[config.mk]
export PLATFORM = sky130hd
export DESIGN_NAME = latch_report_tx
export DESIGN_NICKNAME = d
export VERILOG_FILES = /design/src/rtl/latch_report_tx.sv
export SDC_FILE = /design/constraint.sdc
export NUM_CORES = 1
export LEC_CHECK = 0
export ABC_CLOCK_PERIOD_IN_PS = 3400
export BUFFER_PORTS_ARGS = -buffer_cell sky130_fd_sc_hd__buf_2
export CORE_MARGIN = 5
export CORE_UTILIZATION = 40
export CTS_BUF_LIST = sky130_fd_sc_hd__clkbuf_8 sky130_fd_sc_hd__clkbuf_16
export DETAILED_ROUTE_END_ITERATION = 6
export PLACE_DENSITY = 0.76
export SYNTH_ARGS = -nofsm -noshare
export SYNTH_HDL_FRONTEND = slang
export SYNTH_SLANG_ARGS = --single-unit
[constraint.sdc]
create_clock -name iCLK -period 3.4 [get_ports iCLK]
set_clock_uncertainty 0.15 [all_clocks]
set_input_delay 0.34 -clock iCLK [delete_from_list [all_inputs] [get_ports iCLK]]
set_output_delay 0.34 -clock iCLK [all_outputs]
set_load 0.005 [all_outputs]
[src/rtl/latch_report_tx.sv]
// Host-side reporter for a two-register latching counter: frames each latched value as
// tag + counter bytes toward the USB FIFO and answers host acks with a reset-latch pulse.
module latch_report_tx #(
    parameter int pWIDTH       = 40,
    parameter int pPULSE       = 4,
    parameter int pACK_TIMEOUT = 0
) (
    input  logic              iCLK,
    input  logic              iRST_N,
    input  logic [pWIDTH-1:0] iCOUNTER,
    input  logic              iRdyCOUNTER,
    input  logic [pWIDTH-1:0] iCOUNTER2,
    input  logic              iRdyCOUNTER2,
    output logic [7:0]        oTxData,
    output logic              oTxValid,
    input  logic              iTxReady,
    input  logic [7:0]        iRxData,
    input  logic              iRxValid,
    output logic              oRxReady,
    output logic              oResetLatch1,
    output logic              oResetLatch2,
    output logic              oBusy,
    output logic [7:0]        oErrCount
);

    localparam int pBYTES = pWIDTH / 8;
    localparam int IW     = (pBYTES > 1) ? $clog2(pBYTES) : 1;
    localparam int TW     = (pACK_TIMEOUT > 1) ? $clog2(pACK_TIMEOUT + 1) : 1;
    localparam int PW     = (pPULSE > 1) ? $clog2(pPULSE) : 1;

    typedef enum logic [2:0] {
        IDLE,
        TAG,
        DATA,
        WAIT_ACK,
        PULSE
    } state_t;

    state_t            state_q, state_d;
    logic              rdy1Meta_q, rdyS1_q, rdy2Meta_q, rdyS2_q;
    logic              served1_q, served1_d, served2_q, served2_d;
    logic              chan_q, chan_d;
    logic              lastChan_q, lastChan_d;
    logic [pWIDTH-1:0] shadow_q, shadow_d;
    logic [IW-1:0]     idx_q, idx_d;
    logic [TW-1:0]     timer_q, timer_d;
    logic [PW-1:0]     pulseCnt_q, pulseCnt_d;
    logic [7:0]        errCount_q, errCount_d;
    logic              rxReady_q;

    logic              elig1, elig2, grant2, ackHit;
    logic [7:0]        tag, dataByte;

    assign tag    = {7'b0, chan_q};
    assign elig1  = rdyS1_q && !served1_q;
    assign elig2  = rdyS2_q && !served2_q;
    assign ackHit = (state_q == WAIT_ACK) && iRxValid && (iRxData == tag);

    always_comb begin
        dataByte = shadow_q[7:0];
        for (int b = 0; b < pBYTES; b++) begin
            if (idx_q == IW'(b)) dataByte = shadow_q[8*b +: 8];
        end
    end

    always_comb begin
        state_d      = state_q;
        served1_d    = served1_q;
        served2_d    = served2_q;
        chan_d       = chan_q;
        lastChan_d   = lastChan_q;
        shadow_d     = shadow_q;
        idx_d        = idx_q;
        timer_d      = timer_q;
        pulseCnt_d   = pulseCnt_q;
        errCount_d   = errCount_q;
        grant2       = 1'b0;
        oTxValid     = 1'b0;
        oTxData      = 8'h00;
        oResetLatch1 = 1'b0;
        oResetLatch2 = 1'b0;

        // A low Rdy re-arms the channel; a matching ack marks it served until then.
        if (!rdyS1_q)                served1_d = 1'b0;
        else if (ackHit && !chan_q)  served1_d = 1'b1;
        if (!rdyS2_q)                served2_d = 1'b0;
        else if (ackHit && chan_q)   served2_d = 1'b1;

        if (iRxValid && !ackHit && errCount_q != 8'hFF) errCount_d = errCount_q + 8'd1;

        case (state_q)
            IDLE: begin
                if (elig1 || elig2) begin
                    grant2     = elig2 && (!elig1 || !lastChan_q);
                    chan_d     = grant2;
                    lastChan_d = grant2;
                    shadow_d   = grant2 ? iCOUNTER2 : iCOUNTER;
                    state_d    = TAG;
                end
            end
            TAG: begin
                oTxValid = 1'b1;
                oTxData  = tag;
                if (iTxReady) begin
                    state_d = DATA;
                    idx_d   = IW'(pBYTES - 1);
                end
            end
            DATA: begin
                oTxValid = 1'b1;
                oTxData  = dataByte;
                if (iTxReady) begin
                    if (idx_q == '0) begin
                        state_d = WAIT_ACK;
                        timer_d = '0;
                    end else begin
                        idx_d = idx_q - 1'b1;
                    end
                end
            end
            WAIT_ACK: begin
                timer_d = timer_q + 1'b1;
                if (ackHit) begin
                    state_d    = PULSE;
                    pulseCnt_d = '0;
                end else if (pACK_TIMEOUT != 0 && timer_q == TW'(pACK_TIMEOUT - 1)) begin
                    state_d = TAG;
                    timer_d = '0;
                end
            end
            PULSE: begin
                oResetLatch1 = !chan_q;
                oResetLatch2 = chan_q;
                pulseCnt_d   = pulseCnt_q + 1'b1;
                if (pulseCnt_q == PW'(pPULSE - 1)) state_d = IDLE;
            end
            default: state_d = IDLE;
        endcase
    end

    always_ff @(posedge iCLK) begin
        if (!iRST_N) begin
            state_q    <= IDLE;
            rdy1Meta_q <= 1'b0;
            rdyS1_q    <= 1'b0;
            rdy2Meta_q <= 1'b0;
            rdyS2_q    <= 1'b0;
            served1_q  <= 1'b0;
            served2_q  <= 1'b0;
            chan_q     <= 1'b0;
            lastChan_q <= 1'b1;
            shadow_q   <= '0;
            idx_q      <= '0;
            timer_q    <= '0;
            pulseCnt_q <= '0;
            errCount_q <= 8'h00;
            rxReady_q  <= 1'b0;
        end else begin
            state_q    <= state_d;
            rdy1Meta_q <= iRdyCOUNTER;
            rdyS1_q    <= rdy1Meta_q;
            rdy2Meta_q <= iRdyCOUNTER2;
            rdyS2_q    <= rdy2Meta_q;
            served1_q  <= served1_d;
            served2_q  <= served2_d;
            chan_q     <= chan_d;
            lastChan_q <= lastChan_d;
            shadow_q   <= shadow_d;
            idx_q      <= idx_d;
            timer_q    <= timer_d;
            pulseCnt_q <= pulseCnt_d;
            errCount_q <= errCount_d;
            rxReady_q  <= 1'b1;
        end
    end

    assign oBusy     = (state_q != IDLE);
    assign oErrCount = errCount_q;
    assign oRxReady  = rxReady_q;

endmodule

Word level (Yosys, flattened, before mapping)
Index checks and enable logic that the tools add are counted.
{"block": "totals", "input_bits": 94, "reg_bits": 65, "word_cells": 87, "out_inout_bits": 21}
{"block": "classes", "eq_ne": 18, "n_mux": 23, "addsub": 3, "reduce_logical": 29}
{"cell": "$mux 40", "n": 1}
{"cell": "$mux 8", "n": 4}
{"cell": "$mux 3", "n": 9}
{"cell": "$pmux 8 s2", "n": 1}
{"cell": "$pmux 3 s5", "n": 1}
{"cell": "$ne 2x2->1 const B", "n": 7}
{"cell": "$eq 3x2->1 const B", "n": 4}
{"cell": "$logic_and 1x1->1", "n": 9}
{"cell": "$add 8x1->8 const B", "n": 1}
{"cell": "$eq 8x1->1", "n": 1}
{"cell": "$ne 8x8->1 const B", "n": 1}
{"cell": "$reduce_and 2->1", "n": 4}
{"cell": "$eq 3x1->1 const B", "n": 2}
{"cell": "$eq 3x3->1 const B", "n": 2}
{"cell": "$logic_not 1->1", "n": 6}
{"cell": "$logic_not 3->1", "n": 2}
{"cell": "$pmux 3 s2", "n": 1}
{"cell": "$reduce_and 6->1", "n": 1}
{"cell": "$mux 1", "n": 4}
{"cell": "$pmux 2 s2", "n": 1}
{"cell": "$reduce_and 4->1", "n": 1}
{"cell": "$reduce_bool 2->1", "n": 2}
{"cell": "$reduce_bool 3->1", "n": 1}
{"cell": "$sub 3x1->3 const B", "n": 1}
{"cell": "other kinds (5)", "n": 6}

Logic depth before layout (Yosys ltp)
{"block": "depth", "ltp_word": 6, "ltp_mapped": 8, "mapped_depth_nobuf": 7}

Worst setup path before layout
No wires, ideal clock.
{"block": "synth_path", "path_type": "register to output", "from": "register idx_q[0]", "to": "output oTxData[1]", "setup_slack_ps": 1298, "t_arrival_ps": 1612, "required_ps": 2910, "n_path_buf": 1, "path_stages_with_launch": 9, "path_cell_list": "dfxtp_1 -> inv_1 -> ha_1 -> clkbuf_1 -> o21bai_1 -> nand2_1 -> o21ai_0 -> o211ai_1 -> a21oi_1"}
{"block": "synth_between", "elab_chain_cells": 6, "elab_cells_between_ends": 9, "cone_classes": "eq/ne (4); mux (5)"}
{"element": "from (decl)", "line": "45", "source": "logic [IW-1:0] idx_q, idx_d;"}
{"element": "from (signal assigned)", "line": "169", "source": "idx_q <= idx_d;"}
{"element": "$eq 3x1->1", "line": "62", "source": "if (idx_q == IW'(b)) dataByte = shadow_q[8*b +: 8];"}
{"element": "$mux 8 (3 in a row)", "line": "62"}
{"element": "$mux 8 *", "line": "62"}
{"element": "$pmux 8 s2 *", "line": "91", "source": "case (state_q)"}
{"element": "to (decl)", "line": "14", "source": "output logic [7:0] oTxData,"}
Mark *: on every way between the ends. The rest lies on a longest branch, timed or not.

Final worst setup path
{"block": "layout_path", "from": "register idx_q[0]", "to": "output oTxData[7]"}
Same word-level chain as after synthesis.

==> flow_summary_export.csv <==
group,metric,value,unit
setup_path,slowest_delay,0.45,ns
floorplan,rows,33,
placement,io_buffer_count,114,
route,wl_per_cell,14.5,um
clocking,clock_sinks,65,
clocking,clk_pin_slew,0.07,ns
power_and_ir_drop,pwr_density_cell,535,nW/um^2
clocking,cts_hold_buf,0,
setup_path,cp_slowest_cell,"nor2b_1",
synth,synth.largest_area_cell,"dfxtp_1",
timing,tns,0,ns
synth,synth_most_common_cell,"nand2_1",
synth,synthFlopType,"dfxtp_1",
placement,gp_congestion,0.851,
synth,synth_top_area_share,0.378,
timing,hold_slack,0.0658,ns
setup_path,crit_arrival,2.43,ns
setup_path,worstSetupEndpointType,"output port",
setup_path,startpoint_type,"flop",
synth,synth_seq_area_share,0.378,
synth,synthTopCellsByCount,"nand2_1 (69), dfxtp_1 (65), mux2i_1 (44)",
setup_path,cp_top_family,"compound AO/OA/AOI/OAI gates",
route,drt_iter0_drc,100,
timing,rsz0062_at_grt,"false",
clocking,post_cts_resized,0,
power_and_ir_drop,pwr-share-clk,0.371,
timing,fin_crit,2.92,ns
global_routing,grt_usage,0.165,
synth,synthArstFlopShare,0,
clocking,cts_buffers,9,
synth,syn-cell-area,3440,sq um
floorplan,core_area,8300,sq um
setup_path,reg2reg_from,"state_q[0]",
clocking,clockRootBuffer,"clkbuf_8",
clocking,worstSkewPairLatency,0.34,ns
route,vias,3154,
setup_path,startpoint,"idx_q[0]",
floorplan,dieArea,10600,sq um
synth,syn_avg_cell_area,8.97,sq um
floorplan,start_util,0.415,
route,drcViolationCount,0,
hold_path,min_from,"iRdyCOUNTER2",
power_and_ir_drop,swShare,0.284,
global_routing,grt-ovfl-total,0,
route,detail_route.wirelength,8650,um
timing,fmax,342,MHz
clocking,cts_buffer_depth,2,
timing,setup_viol,0,
cells_and_area,n_antenna_cell,0,
timing,max_slew.worst_pin.slew,1.18,ns
power_and_ir_drop,total_leakage_power,2.52,nW
clocking,tritoncts,"yes",
clocking,htreeDepth,3,
synth,yosysWarnings,0,
setup_path,crit_buf_inv,2,
synth,yosysUniqueCellTypes,40,
timing,hold_viol,0,
global_routing,antenna_found_initial,0,
synth,synth-edff-count,0,
power_and_ir_drop,p_int,1.68,mW
synth,syn-num-nets,485,
placement,dp_hpwl,6540,um
run_status,status,"finished clean",
floorplan,die_height,103,um
cells_and_area,drive_above_1_share,0.290,
route,ant_nets,0,
timing,period_share,0.859,
global_routing,grt_start_max_net_pins,72,
global_routing,grtUsageMet1,0.206,
hold_path,hold_path.class,"input port to flop",
power_and_ir_drop,switchingPower,0.665,mW
setup_path,cp_max_fo,11,
synth,syn-instance-count,384,
power_and_ir_drop,power.total,2.34,mW
global_routing,grt-busiest-layer,"met2",
power_and_ir_drop,pwr-share-comb,0.219,
power_and_ir_drop,pwr-share-seq,0.410,
route,detail_route.first_pass.iterations,6,
route,viasPerCell,5.30,
synth,synth_area_leaders,"dfxtp_1 (38%), mux2i_1 (13%), o211a_1 (12%)",
setup_path,crit_chain,"inv_1 > ha_1 > nor2b_1 > a221oi_1 > o21ai_0 > o211ai_1 > a21oi_1 > buf_2",
global_routing,grt_pass1_wl,13900,um
floorplan,ios,115,
power_and_ir_drop,peakVddDrop,0.250,mV
cells_and_area,fin_nets,586,
floorplan,die_w,103,um
timing,relSlewSlack,0.212,
job,cap_violations,0,
clocking,cts_setup_buffers,0,
setup_path,criticalPathCategory,"flop to output port",
global_routing,grt_util_met2,0.267,
cells_and_area,area_delta_synth_final,27.1,%
timing,slew_viol_final,0,
setup_path,cp.required,2.91,ns
synth,ys_ff_latch,65,
global_routing,grt_pass1_vias,3113,
global_routing,use_met3,0.0399,
[power groups by stage]
stage          clock network, mW  registers [mW]  logic (mW)
2_1_floorplan                  0           0.938       0.358
3_3_place_gp                   0           0.971       0.498
3_5_place_dp                   0           0.974       0.514
4_1_cts                    0.883           0.958       0.517
5_1_grt                    0.918           0.972       0.577
6_report                   0.868           0.960       0.513
[worst register-to-register path: cells and delay by family (launching register included)]
family	cells	cell delay, ns
flip-flops	1	0.37
AND/OR/NAND/NOR	2	0.57
buffers and inverters	1	0.35
AO/OA/AOI/OAI	2	0.60
[cells in the final DEF, fill, tap and decap left out, drive strengths merged, types with 2 or more instances in the layout]
master and instances:
buf 117, nand2 69, dfxtp 65, mux2i 44
o211a 41, o21ai 15, a21oi 14, inv 11
and2 10, nor2 10, clkbuf 9, a221oi 8
o211ai 8, nand2b 7, ha 7, nor2b 5
o21a 5, nand3 5, xor2 4, bufinv 4
nor3b 3, clkinv 3, or3 2, and3 2
or4 2, nand4 2, and4 2, o221a 2
o21bai 2, or4b 2, nor3 2
[per-stage QoR]
| stage | util | worst slack [ns] | instance area [sq um] | cells |
|---|---|---|---|---|
| 3_3_place_gp | 0.495 | 1.02 | 4110 | 579 |
| 5_1_grt | 0.527 | 0.207 | 4380 | 595 |
| 3_5_place_dp | 0.495 | 0.895 | 4110 | 579 |
| 4_1_cts | 0.527 | 0.506 | 4380 | 595 |
| 6_report | 0.527 | 0.479 | 4380 | 595 |
| 2_1_floorplan | - | 1.30 | 3440 | 384 |
[logic make-up (layout without fill, tap and decap cells)]
family / after synthesis / count (layout) / share of synthesized area
simple gates: 126 / 126 / 0.178
compound gates: 100 / 100 / 0.238
flops: 65 / 65 / 0.378
mux: 44 / 44 / 0.128
buf+inv: 38 / 144 / 0.0429
fa+ha+maj: 7 / 7 / 0.0254
xor+xnor: 4 / 4 / 0.0102
[metal layers]
layer / part of all wire / routed length (um) / vias to the layer above
met1: 0.43 / 3720 / 1422
li1: - / - / 1592
met3: 0.077 / 670 / 20
met2: 0.47 / 4050 / 120
met5: 0 / 0 / -
met4: 0.024 / 209 / 0
[sequential cells by signal, indices dropped and copies added, names as in the netlist, 2 cells and up]
signal and flops:
idx_q 3, oErrCount 8, pulseCnt_q 2, shadow_q 40, state_q 3
[worst paths after layout]
kind	endpoint	slack, ns	cells after the start
max reg2reg	shadow_q[26]	1.27	5
min	rdy2Meta_q	0.07	2
max	oTxData[7]	0.48	8
min reg2reg	rdyS2_q	0.29	1
[cell type report]
class | count | area [sq um]
Fill cell | 757 | 3920
Multi-Input combinational cell | 281 | 2020
Tap cell | 105 | 131
Inverter | 11 | 41.3
Clock inverter | 7 | 143
Sequential cell | 65 | 1300
Timing Repair Buffer | 117 | 618
Clock buffer | 9 | 124
Power figures use the tool's default switching activity.
